## config.mk

```make
export PLATFORM = sky130hd
export DESIGN_NAME = cla_shared_adder_ctrl
export DESIGN_NICKNAME = d
export VERILOG_FILES = /design/src/rtl/cla_shared_adder_ctrl_pkg.sv /design/src/rtl/cla_shared_adder_ctrl_cla.sv /design/src/rtl/cla_shared_adder_ctrl.sv
export SDC_FILE = /design/constraint.sdc
export NUM_CORES = 1
export LEC_CHECK = 0
export ABC_AREA = 0
export BUFFER_PORTS_ARGS = -buffer_cell sky130_fd_sc_hd__buf_4
export CELL_PAD_IN_SITES_DETAIL_PLACEMENT = 1
export CELL_PAD_IN_SITES_GLOBAL_PLACEMENT = 1
export CORE_MARGIN = 10
export CORE_UTILIZATION = 38
export DETAILED_ROUTE_END_ITERATION = 16
export PLACE_DENSITY = 0.78
export SLEW_MARGIN = 20
export SYNTH_ARGS = -nofsm -noshare
export SYNTH_HDL_FRONTEND = slang
export SYNTH_SLANG_ARGS = --single-unit
```

## constraint.sdc

```tcl
create_clock -name CLK -period 3.2 [get_ports CLK]
set_input_delay 0.48 -clock CLK [delete_from_list [all_inputs] [get_ports CLK]]
set_output_delay 0.48 -clock CLK [all_outputs]
set_load 0.02 [all_outputs]
```

## src/rtl/cla_shared_adder_ctrl_pkg.sv

```systemverilog
// Shared types and constants for the nibble-serial shared CLA adder controller.
package cla_shared_adder_ctrl_pkg;

    typedef enum logic [1:0] {
        IDLE = 2'd0,
        CALC = 2'd1,
        DONE = 2'd2
    } state_t;

    localparam int NIB_W = 4;

    localparam logic REQ0 = 1'b0;
    localparam logic REQ1 = 1'b1;

endpackage

```

## src/rtl/cla_shared_adder_ctrl_cla.sv

```systemverilog
// 4-bit carry-lookahead adder: the existing nibble datapath shared by the controller.
module CLA_4bit (
    input  logic [3:0] a,
    input  logic [3:0] b,
    input  logic       cin,
    output logic [3:0] sum,
    output logic       cout
);

    logic [3:0] g;
    logic [3:0] p;
    logic [3:0] c;

    assign g = a & b;
    assign p = a ^ b;

    assign c[0] = cin;
    assign c[1] = g[0] | (p[0] & cin);
    assign c[2] = g[1] | (p[1] & g[0]) | (p[1] & p[0] & cin);
    assign c[3] = g[2] | (p[2] & g[1]) | (p[2] & p[1] & g[0]) | (p[2] & p[1] & p[0] & cin);
    assign cout = g[3] | (p[3] & g[2]) | (p[3] & p[2] & g[1]) | (p[3] & p[2] & p[1] & g[0])
                | (p[3] & p[2] & p[1] & p[0] & cin);

    assign sum = p ^ c;

endmodule

```

## src/rtl/cla_shared_adder_ctrl.sv

```systemverilog
// Two-requester front end that computes WIDTH-bit sums through one shared CLA_4bit,
// one nibble per cycle, LSB first; results are tagged with the requester id.
module cla_shared_adder_ctrl
    import cla_shared_adder_ctrl_pkg::*;
#(
    parameter int WIDTH = 16
) (
    input  logic             CLK,
    input  logic             reset,
    input  logic             req0_valid,
    output logic             req0_ready,
    input  logic [WIDTH-1:0] req0_a,
    input  logic [WIDTH-1:0] req0_b,
    input  logic             req0_cin,
    input  logic             req1_valid,
    output logic             req1_ready,
    input  logic [WIDTH-1:0] req1_a,
    input  logic [WIDTH-1:0] req1_b,
    input  logic             req1_cin,
    output logic             res_valid,
    input  logic             res_ready,
    output logic [WIDTH-1:0] res_sum,
    output logic             res_cout,
    output logic             res_id
);

    localparam int NIB = WIDTH / NIB_W;
    localparam int K_W = (NIB > 1) ? $clog2(NIB) : 1;

    state_t           state_q;
    state_t           state_d;
    logic [WIDTH-1:0] a_q;
    logic [WIDTH-1:0] b_q;
    logic [WIDTH-1:0] sum_q;
    logic             carry_q;
    logic [K_W-1:0]   k_q;
    logic             last_grant_q;
    logic             res_cout_q;
    logic             res_id_q;

    logic             grant0;
    logic             grant1;
    logic             accept;
    logic             last_nib;
    logic [NIB_W-1:0] nib_a;
    logic [NIB_W-1:0] nib_b;
    logic [NIB_W-1:0] nib_sum;
    logic             nib_cout;

    // On contention the requester that did not win last time is granted.
    assign grant0 = req0_valid && (!req1_valid || (last_grant_q == REQ1));
    assign grant1 = req1_valid && (!req0_valid || (last_grant_q == REQ0));

    assign req0_ready = !reset && (state_q == IDLE) && grant0;
    assign req1_ready = !reset && (state_q == IDLE) && grant1;
    assign accept     = req0_ready || req1_ready;
    assign last_nib   = (k_q == K_W'(NIB - 1));

    assign nib_a = a_q[k_q*NIB_W +: NIB_W];
    assign nib_b = b_q[k_q*NIB_W +: NIB_W];

    CLA_4bit u_cla (
        .a    (nib_a),
        .b    (nib_b),
        .cin  (carry_q),
        .sum  (nib_sum),
        .cout (nib_cout)
    );

    // NOTE: every signal written here gets a default first, so no path leaves it unassigned and no latch is inferred.
    always_comb begin
        state_d = state_q;
        unique case (state_q)
            IDLE:    if (accept)    state_d = CALC;
            CALC:    if (last_nib)  state_d = DONE;
            DONE:    if (res_ready) state_d = IDLE;
            default:                state_d = IDLE;
        endcase
    end

    always_ff @(posedge CLK or posedge reset) begin
        if (reset) begin
            state_q <= IDLE;
        end else begin
            state_q <= state_d;
        end
    end

    // NOTE: sequential state uses non-blocking assignments so all registers update from pre-edge values.
    always_ff @(posedge CLK or posedge reset) begin
        if (reset) begin
            a_q          <= '0;
            b_q          <= '0;
            sum_q        <= '0;
            carry_q      <= 1'b0;
            k_q          <= '0;
            last_grant_q <= REQ1;
            res_cout_q   <= 1'b0;
            res_id_q     <= REQ0;
        end else if (accept) begin
            a_q          <= req1_ready ? req1_a   : req0_a;
            b_q          <= req1_ready ? req1_b   : req0_b;
            carry_q      <= req1_ready ? req1_cin : req0_cin;
            res_id_q     <= req1_ready ? REQ1     : REQ0;
            last_grant_q <= req1_ready ? REQ1     : REQ0;
            k_q          <= '0;
        end else if (state_q == CALC) begin
            sum_q[k_q*NIB_W +: NIB_W] <= nib_sum;
            carry_q                   <= nib_cout;
            k_q                       <= k_q + 1'b1;
            if (last_nib) begin
                res_cout_q <= nib_cout;
            end
        end
    end

    assign res_valid = (state_q == DONE);
    assign res_sum   = sum_q;
    assign res_cout  = res_cout_q;
    assign res_id    = res_id_q;

endmodule
```

==> impl_metrics.sql <==
INSERT INTO impl_metrics (metric_group, metric, value, unit) VALUES
('status', 'run_status', 'finished clean', ''),
('sta', 'setup_viol', '0', ''),
('floorplanning', 'dieArea', '0.0115', 'mm2'),
('sta', 'max_slew_margin', '60.0', '%'),
('global_route', 'grt_start_max_net_pins', '66', ''),
('floorplanning', 'initial_core_util', '39.4', '%'),
('synth', 'synth_area', '0.00289', 'mm2'),
('drt', 'wirelength', '8300', 'um'),
('global_route', 'grt_pass1_wl', '13400', 'um'),
('sta', 'rsz_0062_raised_after_global_routing', 'false', ''),
('sta', 'max_freq', '389', 'MHz'),
('place', 'gp_routability_congestion', '0.809', ''),
('drt', 'detailroute.wirelength.met2', '4040', 'um'),
('place', 'worst_setup_slack_after_placement', '0.583', 'ns'),
('global_route', 'grt_pass1_vias', '2749', ''),
('synth', 'ys_seq_area_share', '48.6', '%'),
('synth', 'yosysWarnings', '0', ''),
('clock_network', 'clock_sinks', '56', ''),
('drt', 'length_of_routed_met3_wiring', '653', 'um'),
('global_route', 'antenna_found_initial', '0', ''),
('clock_network', 'cts_tree', 'built', ''),
('synth', 'dominantRegCellSynth', 'sky130_fd_sc_hd__dfrtp_1', ''),
('synth', 'synth_area_leaders', 'sky130_fd_sc_hd__dfrtp_1 48%, sky130_fd_sc_hd__nand2_1 11%, sky130_fd_sc_hd__a31oi_1 6.9%', ''),
('clock_network', 'tritoncts.num_buffers', '5', ''),
('clock_network', 'cts_max_path_buffers', '2', ''),
('floorplanning', 'core.rowCount', '31', ''),
('place', 'hpwl', '6630', 'um'),
('sta', 'finalMaxSlewViolations', '0', ''),
('clock_network', 'hold_buffer_count_at_cts', '0', ''),
('floorplanning', 'die_w', '107', 'um'),
('power', 'static-leakage-power', '1.81', 'nW'),
('clock_network', 'cts.reportedPaths.clkPinSlew', '0.11', 'ns'),
('worst_setup_path', 'critPathKind', 'flip-flop to flip-flop', ''),
('finish', 'fraction_of_final_layout_cells_with_drive_strength_greater_than_1', '32.5', '%'),
('finish', 'area_delta_synth_final', '29.2', '%'),
('drt', 'iter_0_drt_violations', '73', ''),
('drt', 'drt-pass1-iter-count', '4', ''),
('sta', 'timing_worst_slew_pin_value', '0.600', 'ns'),
('global_route', 'grt_util_all_layers', '14.3', '%'),
('sta', 'post-route-period-util', '80.4', '%'),
('worst_setup_path', 'crit_path_max_fanout', '9', ''),
('drt', 'vias', '2475', ''),
('floorplanning', 'core', '0.00733', 'mm2'),
('sta', 'worst_clock_skew', '0.00846', 'ns'),
('synth', 'syn_inst', '293', ''),
('synth', 'synth.lib_cells_used.distinct', '33', ''),
('hold_path', 'hold_class', 'input port to asynchronous set/reset pin', ''),
('floorplanning', 'die_height', '107', 'um'),
('sta', 'final.min_clock_period', '2.57', 'ns'),
('clock_network', 'post_cts_resized', '0', ''),
('global_route', 'grt-ovfl-total', '0', ''),
('synth', 'syn_area_per_cell', '9.85', 'um2'),
('sta', 'setup_slack', '0.626', 'ns'),
('drt', 'drt-wirelength-per-cell', '17.3', 'um'),
('finish', 'design.final.nets', '463', ''),
('drt', 'drt_drc_violations_left', '0', ''),
('drt', 'vias_per_cell', '5.16', ''),
('place', 'dpl.cell_count', '472', ''),
('worst_setup_path', 'endpoint_kind', 'flip-flop', ''),
('power', 'powerDensity', '962', 'mW/mm2'),
('clock_network', 'ctsHtreeMaxLevel', '2', ''),
('drt', 'route.antenna.remaining_nets', '0', ''),
('sta', 'totalNegativeSetupSlack', '0', 'ns'),
('worst_setup_path', 'rrSetupSlack', '0.63', 'ns'),
('sta', 'final_hold_violation_count', '0', ''),
('finish', 'diodes', '0', ''),
('clock_network', 'cts_post_setup_buffers_inserted', '0', ''),
('floorplanning', 'io_pins', '92', ''),
('run', 'maxCapViolations', '0', ''),
('place', 'port_buffers', '91', ''),
('clock_network', 'cts-root-buf', 'sky130_fd_sc_hd__clkbuf_8', ''),
('synth', 'synth.ff_latch_count', '56', ''),
('synth', 'synth_top_cell_area_share', '47.7', '%'),
('worst_setup_path', 'required_time_of_the_worst_setup_path', '3.46', 'ns'),
('worst_setup_path', 'worstPathArrival', '2.83', 'ns'),
('drt', 'route.top_layer_used', 'met4', ''),
('power', 'vdd_ir_drop_max', '0.350', 'mV'),
('synth', 'synth-edff-count', '0', ''),
('synth', 'synth-async-reset-ratio', '100', '%'),
('clock_network', 'clock_insertion_delay_worst_skew', '0.31', 'ns'),
('synth', 'synthDominantAreaCellType', 'sky130_fd_sc_hd__dfrtp_1', ''),
('finish', 'final_cells', '480', ''),
('synth', 'syn_nets', '376', ''),
('worst_setup_path', 'cp-start-kind', 'flip-flop', ''),
('drt', 'routedLengthMet1', '3500', 'um');
## report_power, final
part	leakage, nW	switching (mW)	internal (mW)	total [mW]
logic	1.08	1.07	0.833	1.90
clock network	0.0404	0.238	0.156	0.394
registers	0.690	0.268	1.02	1.29
## kinds of logic after synthesis
family / count (synthesis) / synth area share (%)
and+or+nand+nor: 130 / 20.2
AOI/OAI and AO/OA: 62 / 14.7
DFF: 56 / 48.6
buffers and inverters: 22 / 3.95
adders and majority gates: 12 / 5.46
muxes: 8 / 6.24
xor gates and xnor gates: 3 / 0.911
## cell type report
cell class,count,area (um2)
clock inverter,3,23.8
fill,836,3600
tap,99,124
timing repair buffer,95,713
inverter,7,27.5
sequential,56,1400
multi-input combinational,215,1370
clock buffer,5,68.8
## sequential cells by signal, summed over array words and instances, names as in the netlist
signal,count
res_cout,1
carry_q,1
last_grant_q,1
k_q,2
state_q,2
b_q,16
res_id,1
res_sum,16
a_q,16
## final timing paths
check                               end  cells past startpoint    startpoint
max reg2reg                 res_sum[15]                      6        k_q[0]
max in group asynchronous        b_q[1]                      3         reset
max                         res_sum[15]                      6        k_q[0]
min in group CLK             state_q[1]                      2     res_ready
min                          res_sum[1]                      2         reset
min reg2reg                last_grant_q                      2  last_grant_q
## per-stage QoR
step                util [%]  total power, mW  cell area, um2  hold WS (ns)
finish                  50.9             3.59            3730         0.204
global route            50.9             3.90            3730         0.240
CTS                     50.9             3.63            3730         0.218
detailed placement      49.6             3.24            3640         0.459
global placement        49.6             3.11            3640         0.456
floorplan                  -             2.60            2890         0.444
## cell usage after synthesis, types with 3 or more instances
cell type,number
sky130_fd_sc_hd__a21oi_1,5
sky130_fd_sc_hd__a22o_1,14
sky130_fd_sc_hd__a31oi_1,32
sky130_fd_sc_hd__buf_2,6
sky130_fd_sc_hd__buf_6,3
sky130_fd_sc_hd__clkbuf_1,6
sky130_fd_sc_hd__dfrtp_1,55
sky130_fd_sc_hd__ha_1,11
sky130_fd_sc_hd__inv_1,6
sky130_fd_sc_hd__mux4_2,8
sky130_fd_sc_hd__nand2_1,81
sky130_fd_sc_hd__nand2b_1,7
sky130_fd_sc_hd__nor2_1,32
sky130_fd_sc_hd__o21ai_0,4
## worst max-delay path, stage by stage (launching register included)
cell and delay, ns:
sky130_fd_sc_hd__dfrtp_1 0.66, sky130_fd_sc_hd__mux4_2 0.63, sky130_fd_sc_hd__ha_1 0.34, sky130_fd_sc_hd__a21oi_1 0.07
sky130_fd_sc_hd__o21ai_0 0.32, sky130_fd_sc_hd__xor2_1 0.32, sky130_fd_sc_hd__a22o_1 0.18
## placed cells by master, fill, tap and decap left out
cell type,Yosys,final
sky130_fd_sc_hd__a21o_1,1,1
sky130_fd_sc_hd__a21oi_1,5,5
sky130_fd_sc_hd__a222oi_1,1,1
sky130_fd_sc_hd__a22o_1,14,14
sky130_fd_sc_hd__a31oi_1,32,32
sky130_fd_sc_hd__and2b_2,1,1
sky130_fd_sc_hd__buf_4,0,95
sky130_fd_sc_hd__clkbuf_8,0,5
sky130_fd_sc_hd__clkinv_2,1,1
sky130_fd_sc_hd__clkinv_4,0,1
sky130_fd_sc_hd__clkinvlp_4,0,2
sky130_fd_sc_hd__dfrtp_1,55,55
sky130_fd_sc_hd__dfstp_2,1,1
sky130_fd_sc_hd__fa_1,1,1
sky130_fd_sc_hd__ha_1,11,11
sky130_fd_sc_hd__inv_1,6,5
sky130_fd_sc_hd__inv_2,0,1
sky130_fd_sc_hd__mux4_2,8,8
sky130_fd_sc_hd__nand2_1,81,81
sky130_fd_sc_hd__nand2_2,2,2
sky130_fd_sc_hd__nand2b_1,7,7
sky130_fd_sc_hd__nand3_2,1,1
sky130_fd_sc_hd__nand3_4,1,1
sky130_fd_sc_hd__nor2_1,32,32
sky130_fd_sc_hd__nor3_1,1,1
sky130_fd_sc_hd__nor3_2,2,2
sky130_fd_sc_hd__nor3_4,1,1
sky130_fd_sc_hd__nor4b_4,1,1
sky130_fd_sc_hd__o21ai_0,4,4
sky130_fd_sc_hd__o21ai_1,1,1
sky130_fd_sc_hd__o21ba_2,1,1
sky130_fd_sc_hd__o21bai_1,1,1
sky130_fd_sc_hd__o31ai_1,2,2
sky130_fd_sc_hd__xnor2_1,1,1
sky130_fd_sc_hd__xor2_1,2,2
## routing by layer
layer	vias up	track usage (%)
li1	1193	-
met1	1201	16.7
met2	72	23.5
met3	9	5.51
met4	0	4.35
met5	-	0
Power figures use the tool's default switching activity.
